## src/rtl/u409_pkg.sv

```systemverilog
// U409 flash command sequencer shared types.
// JEDEC unlock offsets, command bytes, opcodes and FSM states.
package u409_pkg;

  localparam logic [22:0] FLASH_BASE = 23'h780000;
  localparam logic [22:0] OFS_555 = 23'h000555;
  localparam logic [22:0] OFS_2AA = 23'h0002AA;

  localparam int unsigned ACK_TIMEOUT_DEF = 15;
  localparam int unsigned RDY_SETTLE_DEF = 4;
  localparam int unsigned RDY_TIMEOUT_DEF = 8_000_000;

  localparam logic [7:0] CMD_AA = 8'hAA;
  localparam logic [7:0] CMD_55 = 8'h55;
  localparam logic [7:0] CMD_A0 = 8'hA0;
  localparam logic [7:0] CMD_80 = 8'h80;
  localparam logic [7:0] CMD_30 = 8'h30;
  localparam logic [7:0] CMD_10 = 8'h10;

  typedef enum logic [1:0] {
    OP_PROG = 2'b00,
    OP_SECT = 2'b01,
    OP_CHIP = 2'b10,
    OP_RSVD = 2'b11
  } op_e;

  typedef enum logic [1:0] {
    SEL_555,
    SEL_2AA,
    SEL_ADDR
  } sel_e;

  typedef struct packed {
    sel_e       sel;
    logic       use_wd;
    logic [7:0] cmd;
    logic       last;
  } rom_t;

  typedef enum logic [2:0] {
    ST_IDLE,
    ST_ISSUE,
    ST_WAIT_ACK,
    ST_GAP,
    ST_SETTLE,
    ST_POLL,
    ST_FINISH
  } state_e;

endpackage

```

## src/rtl/u409_flash_cmd_rom.sv

```systemverilog
// Command table: (op, step) to address select, data byte and last flag.
// Program is 4 writes; sector and chip erase are 6.
module u409_flash_cmd_rom
  import u409_pkg::*;
(
  input  op_e        op,
  input  logic [2:0] step,
  output rom_t       ent
);

  always_comb begin
    ent.sel = SEL_555;
    ent.use_wd = 1'b0;
    ent.cmd = CMD_AA;
    ent.last = 1'b0;
    unique case (step)
      3'd0: ent.cmd = CMD_AA;
      3'd1: begin
        ent.sel = SEL_2AA;
        ent.cmd = CMD_55;
      end
      3'd2: ent.cmd = (op == OP_PROG) ? CMD_A0 : CMD_80;
      3'd3: begin
        if (op == OP_PROG) begin
          ent.sel = SEL_ADDR;
          ent.use_wd = 1'b1;
          ent.last = 1'b1;
        end
      end
      3'd4: begin
        ent.sel = SEL_2AA;
        ent.cmd = CMD_55;
      end
      3'd5: begin
        ent.last = 1'b1;
        if (op == OP_CHIP) begin
          ent.cmd = CMD_10;
        end else begin
          ent.sel = SEL_ADDR;
          ent.cmd = CMD_30;
        end
      end
      default: ent.last = 1'b1;
    endcase
  end

endmodule

```

## src/rtl/u409_flash_cmd.sv

```systemverilog
// Flash command sequencer: issues JEDEC write cycles to the
// U409 flash responder, then polls FLASH_RDY for completion.
module u409_flash_cmd
  import u409_pkg::*;
#(
  parameter int unsigned ACK_TIMEOUT = ACK_TIMEOUT_DEF,
  parameter int unsigned RDY_SETTLE = RDY_SETTLE_DEF,
  parameter int unsigned RDY_TIMEOUT = RDY_TIMEOUT_DEF
) (
  input  logic        CLK40,
  input  logic        RESET,
  input  logic        START,
  input  logic [1:0]  OP,
  input  logic [22:0] ADDR,
  input  logic [15:0] WDATA,
  input  logic        FLASH_TACK,
  input  logic        FLASH_RDY,
  output logic        TSn,
  output logic        RnW,
  output logic [22:0] A,
  output logic [15:0] D_OUT,
  output logic        D_OE,
  output logic        BUSY,
  output logic        DONE,
  output logic        ERROR
);

  localparam logic [23:0] ACK_LIM = 24'(ACK_TIMEOUT - 1);
  localparam logic [23:0] SET_LIM = 24'(RDY_SETTLE - 1);
  localparam logic [23:0] RDY_LIM = 24'(RDY_TIMEOUT - 1);

  state_e      state;
  op_e         op_q;
  logic [22:0] addr_q;
  logic [15:0] wdata_q;
  logic [2:0]  step;
  logic        last_q;
  logic [23:0] cnt;
  logic [23:0] cnt_inc;

  op_e         rom_op;
  logic [2:0]  rom_step;
  rom_t        ent;
  logic [22:0] src_addr;
  logic [15:0] src_wd;
  logic [22:0] cyc_addr;
  logic [15:0] cyc_data;
  logic        start_ok;

  // Idle looks up step 0 straight from the inputs so TSn
  // can fall on the clock after START.
  always_comb begin
    if (state == ST_GAP) begin
      rom_op = op_q;
      rom_step = step + 3'd1;
      src_addr = addr_q;
      src_wd = wdata_q;
    end else begin
      rom_op = op_e'(OP);
      rom_step = 3'd0;
      src_addr = ADDR;
      src_wd = WDATA;
    end
  end

  u409_flash_cmd_rom u_rom (
    .op   (rom_op),
    .step (rom_step),
    .ent  (ent)
  );

  always_comb begin
    unique case (ent.sel)
      SEL_555: cyc_addr = FLASH_BASE | OFS_555;
      SEL_2AA: cyc_addr = FLASH_BASE | OFS_2AA;
      default: cyc_addr = src_addr;
    endcase
    cyc_data = ent.use_wd ? src_wd : {8'h00, ent.cmd};
  end

  assign cnt_inc = (cnt == '1) ? cnt : cnt + 24'd1;
  assign start_ok = START && (op_e'(OP) != OP_RSVD);

  always_ff @(posedge CLK40) begin
    if (RESET) begin
      state <= ST_IDLE;
      op_q <= OP_PROG;
      addr_q <= '0;
      wdata_q <= '0;
      step <= '0;
      last_q <= 1'b0;
      cnt <= '0;
      TSn <= 1'b1;
      RnW <= 1'b1;
      A <= '0;
      D_OUT <= '0;
      D_OE <= 1'b0;
      BUSY <= 1'b0;
      DONE <= 1'b0;
      ERROR <= 1'b0;
    end else begin
      DONE <= 1'b0;
      TSn <= 1'b1;
      unique case (state)
        ST_IDLE, ST_FINISH: begin
          state <= ST_IDLE;
          if (start_ok) begin
            op_q <= op_e'(OP);
            addr_q <= ADDR;
            wdata_q <= WDATA;
            step <= 3'd0;
            ERROR <= 1'b0;
            BUSY <= 1'b1;
            RnW <= 1'b0;
            TSn <= 1'b0;
            A <= cyc_addr;
            D_OUT <= cyc_data;
            D_OE <= 1'b1;
            last_q <= ent.last;
            state <= ST_ISSUE;
          end else if (START) begin
            DONE <= 1'b1;
            ERROR <= 1'b1;
          end
        end
        ST_ISSUE: begin
          cnt <= 24'd1;
          state <= ST_WAIT_ACK;
        end
        ST_WAIT_ACK: begin
          if (FLASH_TACK) begin
            D_OE <= 1'b0;
            cnt <= '0;
            state <= ST_GAP;
          end else if (cnt >= ACK_LIM) begin
            D_OE <= 1'b0;
            ERROR <= 1'b1;
            DONE <= 1'b1;
            BUSY <= 1'b0;
            RnW <= 1'b1;
            state <= ST_FINISH;
          end else begin
            cnt <= cnt_inc;
          end
        end
        ST_GAP: begin
          if (cnt == 24'd1) begin
            cnt <= '0;
            if (last_q) begin
              state <= ST_SETTLE;
            end else begin
              step <= step + 3'd1;
              TSn <= 1'b0;
              A <= cyc_addr;
              D_OUT <= cyc_data;
              D_OE <= 1'b1;
              last_q <= ent.last;
              state <= ST_ISSUE;
            end
          end else begin
            cnt <= cnt_inc;
          end
        end
        ST_SETTLE: begin
          if (cnt >= SET_LIM) begin
            cnt <= '0;
            state <= ST_POLL;
          end else begin
            cnt <= cnt_inc;
          end
        end
        ST_POLL: begin
          if (FLASH_RDY || cnt >= RDY_LIM) begin
            ERROR <= !FLASH_RDY;
            DONE <= 1'b1;
            BUSY <= 1'b0;
            RnW <= 1'b1;
            state <= ST_FINISH;
          end else begin
            cnt <= cnt_inc;
          end
        end
        default: state <= ST_IDLE;
      endcase
    end
  end

endmodule
```

## config.mk

```make
export PLATFORM = sky130hd
export DESIGN_NAME = u409_flash_cmd
export DESIGN_NICKNAME = d
export VERILOG_FILES = /design/src/rtl/u409_pkg.sv /design/src/rtl/u409_flash_cmd_rom.sv /design/src/rtl/u409_flash_cmd.sv
export SDC_FILE = /design/constraint.sdc
export NUM_CORES = 1
export LEC_CHECK = 0
export BUFFER_PORTS_ARGS = -buffer_cell sky130_fd_sc_hd__clkbuf_2
export CAP_MARGIN = 20
export CORE_MARGIN = 2
export CORE_UTILIZATION = 60
export DETAILED_ROUTE_END_ITERATION = 7
export GPL_TIMING_DRIVEN = 0
export HOLD_SLACK_MARGIN = 0.08
export PLACE_DENSITY = 0.84
export RECOVER_POWER = 25
export SLEW_MARGIN = 15
export SYNTH_ARGS = -nofsm -noshare
export SYNTH_HDL_FRONTEND = slang
export SYNTH_SLANG_ARGS = --single-unit
```

## constraint.sdc

```tcl
create_clock -name CLK40 -period 6 [get_ports CLK40]
set_clock_uncertainty 0.05 [all_clocks]
set_input_delay 0.3 -clock CLK40 [delete_from_list [all_inputs] [get_ports CLK40]]
set_output_delay 0.3 -clock CLK40 [all_outputs]
set_load 0.02 [all_outputs]
```

==> results of run 1 <==
power by group:
group          switching (mW)  internal, mW  total (mW)
Clock                   0.402         0.635        1.04
Combinational           0.784         0.358        1.14
Sequential             0.0804         0.906       0.986
Total                    1.27          1.90        3.16
cell families (layout without fill, tap and decap cells):
kind of cell | count (synthesis) | count (layout) | share of synthesized area
mux | 10 | 10 | 0.01793
xor+xnor | 2 | 2 | 0.003137
simple gates | 294 | 294 | 0.2554
fa+ha+maj | 4 | 4 | 0.008963
compound gates | 202 | 202 | 0.2404
flops | 117 | 117 | 0.4194
other cells | 0 | 1 | 0
buf+inv | 69 | 234 | 0.05467
state kept, by name, indices dropped and copies added (netlist names), 2 cells and up:
signal	cells
step	3
wdata_q	16
op_q	2
addr_q	23
state	3
A	23
D_OUT	16
cnt	24
cell type report:
cell class	count	area share
plain buffers	54	0.03475
multi-input cells	512	0.4126
clock inverters	14	0.02445
clock buffers	17	0.05780
diodes	1	0.0003492
flip-flops and latches	117	0.3269
well taps	111	0.01938
inverters	15	0.007858
repair buffers	134	0.1159
worst register-to-register path: stages (launching register included):
cell and delay (ps):
dfxtp_1 330, ha_1 250, xnor2_1 260, or2_2 330
o32ai_1 740, and2_0 490, clkbuf_1 420, a211oi_1 160
nor3_1 260
per-layer routing:
metal  vias up  GRT usage  share of wire
li1       2852          -              -
met1      2988     0.4620           0.38
met2       438     0.6427           0.48
met3        93    0.08114          0.093
met4         0     0.1928          0.043
met5         -          0              0
metrics by stage:
step,std cells,util
after floorplan,698,-
after global placement,899,0.6745
after detailed placement,901,0.6783
after CTS,973,0.7876
after global routing,975,0.7829
final,975,0.7829
layout by cell type, fill, tap and decap left out, drive strengths merged, types with 8 or more instances in the layout:
cell type,count
o32ai,12
a211oi,24
o21ai,14
or2,8
o211ai,8
a21oi,85
inv,19
nand3,24
a311oi,10
clkbuf,146
dlygate4sd3,41
buf,18
dfxtp,117
mux2i,10
nand4,13
or3,12
nand2,130
nor3,25
nor2,36
worst max path at each step:
stage | start | end | slack, ps | cells after the start
floorplan | cnt[6]$_SDFFE_PP0P_ | cnt[2]$_SDFFE_PP0P_ | 3250 | 9
global placement | state[1]$_SDFFE_PP0P_ | D_OUT[12]$_SDFFE_PP0P_ | 2480 | 7
detailed placement | cnt[6]$_SDFFE_PP0P_ | cnt[22]$_SDFFE_PP0P_ | 2670 | 10
CTS | cnt[6]$_SDFFE_PP0P_ | cnt[22]$_SDFFE_PP0P_ | 2640 | 10
global route | step[0]$_SDFFE_PP0P_ | A[9]$_SDFFE_PP0P_ | 2520 | 8
finish | step[0]$_SDFFE_PP0P_ | A[9]$_SDFFE_PP0P_ | 2630 | 8
Yosys cell counts, types with 7 or more instances:
master       n
a211oi_1    24
a311oi_1    10
o211ai_1     8
o21ai_0     12
mux2i_1     10
o32ai_1     12
nor3_1      25
inv_1       15
dfxtp_1    117
a21oi_1     84
nor2_1      36
clkbuf_1    38
or3_1       12
nand2_1    129
o2bb2ai_1    7
nand4_1     13
or2_2        7
nand3_1     24
a31oi_1      7
buf_2        7
==> out/qor.yml, run 1 <==
outcome: "completed"
dieArea_sq_um: 10090
num_rows: 35
dp_hpwl_um: 12060
timing.max_cap.violations: 0
rr_worst_depth: 8
route.vias.total: 6371
timing.critical_path.arrival_ps: 3760
htree_num_levels: 4
dp_worst_setup_slack_ps: 2665
syn_to_final_growth_pct: 28.32
max-slew-margin-rel: 0.3391
design.final.nets: 901
maximum_number_of_pins_on_one_net_before_global_route_repair: 17
hold_end: "ERROR$_SDFFE_PP0P_"
syn_area_per_cell_sq_um: 8.000
final.hold.worst_slack_ps: 107.4
first_global_vias: 6097
port_buffers: 90
cts_buffer_depth: 2
cts.repair.resized: 0
crit_family: "simple AND/OR/NAND/NOR gates"
design_area_sq_um: 7166
tritoncts_num_sinks: 117
p_per_area_nw_per_um2: 441.6
grt_antenna_before_repair: 1
synth.lib_cells_used.distinct: 67
path_max_fanout: 10
power.static_leakage_nw: 2.659
synth-seq-area-share: 0.4194
floorplan.initialDensity: 0.6101
setup_tns_ps: 0
post_dp_cell_area_sq_um: 6208
worst_slew_pin_slew_ps: 983.8
die-height_um: 100.5
place_congestion: 1.001
worst-endpoint-required_ps: 6390
reg_to_reg_startpoint: "step[0]$_SDFFE_PP0P_"
min_path_cells: 4
fmax_ghz: 0.2969
cts-buffers-inserted: 17
synthDominantCellAreaShare: 0.4194
finalMaxSlewViolations: 0
detail_route.wl_per_cell_um: 20.02
cpPeakStageDelay_ps: 740
core_region_area_sq_um: 9153
yosys_register_bits: 117
yosys_most_used_dff: "dfxtp_1"
multi_input_comb_area_sq_um: 2957
detail_route.drc_violations: 0
worst_hold_startpoint: "FLASH_RDY"
rsz0062_at_grt: "no"
final-setup-viol-count: 0
tritoncts: "built"
finalHoldViolations: 0
synthTopCellsByArea: "dfxtp_1 42%, nand2_1 8.7%, a21oi_1 7.5%"
drtIter0Drc: 741
critPathCaptureType: "flop"
ff_latch_area_sq_um: 2342
number_of_synthesized_flops_with_an_enable_pin: 0
timing.critical_path.from_type: "flop"
rrSetupSlack_ps: 2630
cts.clk_slew.worst_paths_ps: 70
report.power.total_mw: 3.164
cp_cell_sequence: "ha_1 -> xnor2_1 -> or2_2 -> o32ai_1 -> and2_0 -> clkbuf_1 -> a211oi_1 -> nor3_1"
cts-hold-fix-buffers: 41
synth_fp_nets: 748
wl_um: 19520
cts_setup_buffers: 0
ioPinCount: 91
synth_largest_area_cell: "dfxtp_1"
dieWidth_um: 100.5
detail-route-antenna-nets: 0
cell_at_the_root_of_the_clock_tree: "clkbuf_8"
worst_hold_path_type: "in2reg"
viasPerCell: 6.534
syn-cell-area_sq_um: 5584
postSynthCellCount: 698
critPathKind: "reg2reg"
clock_insertion_delay_worst_skew_ps: 530
global_route_wire_length_before_repair_um: 30060
final_layout_size_suffix_gt1_frac: 0.1333
worstPathBufferInverterCount: 1
globalRouteOverflowTotal: 0
synth-async-reset-ratio: 0
r2r_end: "A[9]$_SDFFE_PP0P_"
warning_count_from_the_yosys_run: 0
min_period_ps: 3368
first_pass_iteration_count_of_the_detailed_router: 6
nFillCells: 617
min_period_over_period: 0.5614
track_usage: 0.3819
post-route-worst-setup-slack_ps: 2632
timing.critical_path.slowest_stage_cell: "o32ai_1"
irDropWorstVdd_mv: 0.3054
No activity file was read; power rests on OpenSTA's default activity.
==> run 2, diff against run 1 <==
- CORE_UTILIZATION: 60 -> 57
- PLACE_DENSITY: 0.84 -> 0.8
- clock period: 6 -> 3.13 ns (I/O delays scaled with it)
==> run 2 against run 1 <==
- total power increased by 88%
- via count decreased by 2.0%
- wire length decreased by 2.0%
- register-to-register slack got worse by 2600 ps
- count of clock-buffer cells in the layout increased by 6
- core utilization decreased by 3.0 points
- global-route usage decreased by 1.8 points
- clock power increased by 81%
- cell area increased by 1.3%
- sequential cell count unchanged
- largest cell class unchanged
- highest routed layer unchanged
==> out/qor.yml, run 2 (synthesized netlist as in run 1, its figures left out) <==
reg_to_reg_startpoint: "cnt[6]$_SDFFE_PP0P_"
first_pass_iteration_count_of_the_detailed_router: 5
setup_tns_ps: 0
cts-buffers-inserted: 17
rsz0062_at_grt: "no"
nFillCells: 754
antennaDiodeCount: 0
max_flop_register: "cnt"
syn_to_final_growth_pct: 30.05
power.static_leakage_nw: 2.694
globalRouteOverflowTotal: 0
post-route-worst-setup-slack_ps: 73.07
groute.layer.met1.usage: 0.4264
power_switching_share: 0.3917
ioPinCount: 91
dp_hpwl_um: 12000
timing.max_cap.violations: 0
core_region_area_sq_um: 9639
final_layout_size_suffix_gt1_frac: 0.1384
detail_route.wl_per_cell_um: 19.12
floorplan.initialDensity: 0.5793
seq_power_share: 0.317
cts.clk_slew.worst_paths_ps: 60
min_period_ps: 3057
tritoncts_num_sinks: 117
number_of_flip_flops_in_the_largest_register: 24
design_area_sq_um: 7262
timing.critical_path.arrival_ps: 3460
design.final.nets: 906
dieArea_sq_um: 10600
detail_route.drc_violations: 0
path_max_fanout: 10
dp_worst_setup_slack_ps: -256.6
wl_um: 19120
p_per_area_nw_per_um2: 820.3
cp_startpoint: "cnt[6]$_SDFFE_PP0P_"
min_period_over_period: 0.9767
worst_slew_pin_slew_ps: 973.6
mostFrequentLayoutCell: "nand2_1"
drtIter0Drc: 532
htree_num_levels: 4
dieWidth_um: 103.0
final_core_utilization: 0.7534
power.share.combinational: 0.367
clock_insertion_delay_worst_skew_ps: 530
place_congestion: 0.9603
multi_input_comb_area_sq_um: 2997
worst_hold_path_type: "in2reg"
layout_top_registers: "cnt (24), A (23), addr_q (23)"
switching_power_mw: 2.334
num_rows: 36
track_usage: 0.3644
maximum_number_of_pins_on_one_net_before_global_route_repair: 17
post_dp_cell_area_sq_um: 6236
detail-route-antenna-nets: 0
global_route_wire_length_before_repair_um: 29440
final-setup-viol-count: 0
max-slew-margin-rel: 0.3459
cts_buffer_depth: 2
finalMaxSlewViolations: 0
m3_gr_usage: 0.08475
critPathKind: "reg2reg"
die-height_um: 103.0
fmax_ghz: 0.3271
first_global_vias: 5914
finalHoldViolations: 0
viasPerCell: 6.243
port_buffers: 90
irDropWorstVdd_mv: 0.5753
outcome: "completed"
route.vias.total: 6243
timing.critical_path.from_type: "flop"
layout.cells.most_common_list: "129 x nand2_1, 117 x dfxtp_1, 83 x a21oi_1"
cell_at_the_root_of_the_clock_tree: "clkbuf_8"
critPathCaptureType: "flop"
grt_antenna_before_repair: 0
clockPowerShare: 0.316
ff_latch_area_sq_um: 2342
tritoncts: "built"
worst_hold_startpoint: "ADDR[0]"
grtUsageMet2: 0.6234
p_int_mw: 3.624
worst-endpoint-required_ps: 3530
busiest_layer: "met2"
run 2: changes by cell type in the layout (fill, tap and decap cells not counted), moves of 2 or more:
cell and change:
clkbuf_8 +3, inv_6 -4, buf_4 +2, clkbuf_2 +3
clkinvlp_4 -2, dlygate4sd3_1 +4
run 2: worst max-delay path, cell delays in order (launching register included):
cell     delay [ps]
dfxtp_1         300
buf_6           130
or4_1           510
or4_4           520
buf_6           160
nor4_4          320
buf_4           180
or2_2           130
buf_4           180
buf_2           250
nor2_1           70
nor3_1          150
run 2: layout make-up:
| type | instances | share of cell area |
|---|---|---|
| Buffer | 54 | 0.03480 |
| Clock buffer | 23 | 0.06427 |
| Clock inverter | 7 | 0.01361 |
| Inverter | 15 | 0.007753 |
| Multi-Input combinational cell | 512 | 0.4126 |
| Sequential cell | 117 | 0.3225 |
| Tap cell | 133 | 0.02292 |
| Timing Repair Buffer | 139 | 0.1215 |
run 2: stage by stage:
stage                     power, mW  hold slack (ps)  std cells
final                         5.957            342.1       1000
after global routing          6.188            357.9       1000
after CTS                     5.871            332.9       1000
after detailed placement      3.956            336.2        923
after global placement        3.882            330.1        921
after floorplan               3.313            242.5        698
run 2: final timing paths:
kind                            endpoint  slack (ps)  depth (start not counted)
hold / removal    addr_q[0]$_SDFFE_PP0P_         340                          4
setup / recovery       A[7]$_SDFFE_PP0P_          70                         11
setup reg to reg       A[7]$_SDFFE_PP0P_          70                         11
hold reg to reg       A[10]$_SDFFE_PP0P_         400                          2
run 2: power groups by stage:
| stage | clock network, mW | logic [mW] | registers (mW) |
|---|---|---|---|
| finish | 1.88 | 2.18 | 1.89 |
| global route | 1.95 | 2.33 | 1.91 |
| CTS | 1.86 | 2.13 | 1.88 |
| detailed placement | 0 | 2.05 | 1.91 |
| global placement | 0 | 1.98 | 1.90 |
| floorplan | 0 | 1.30 | 2.02 |
run 2: what timing repair did:
item | 4_1_cts | 5_1_grt
setup endpoints to repair | 20 | 29
pin swaps | 1 | 0
hold buffers | 45 | 0
hold endpoints to repair | 56 | 0
resized for setup | 2 | 9
buffers inserted | 2 | 0
run 2: per-layer routing:
metal  vias up  share of wire
li1       2863              -
met1      2951           0.38
met2       350           0.50
met3        79          0.078
met4         0          0.040
met5         -              0
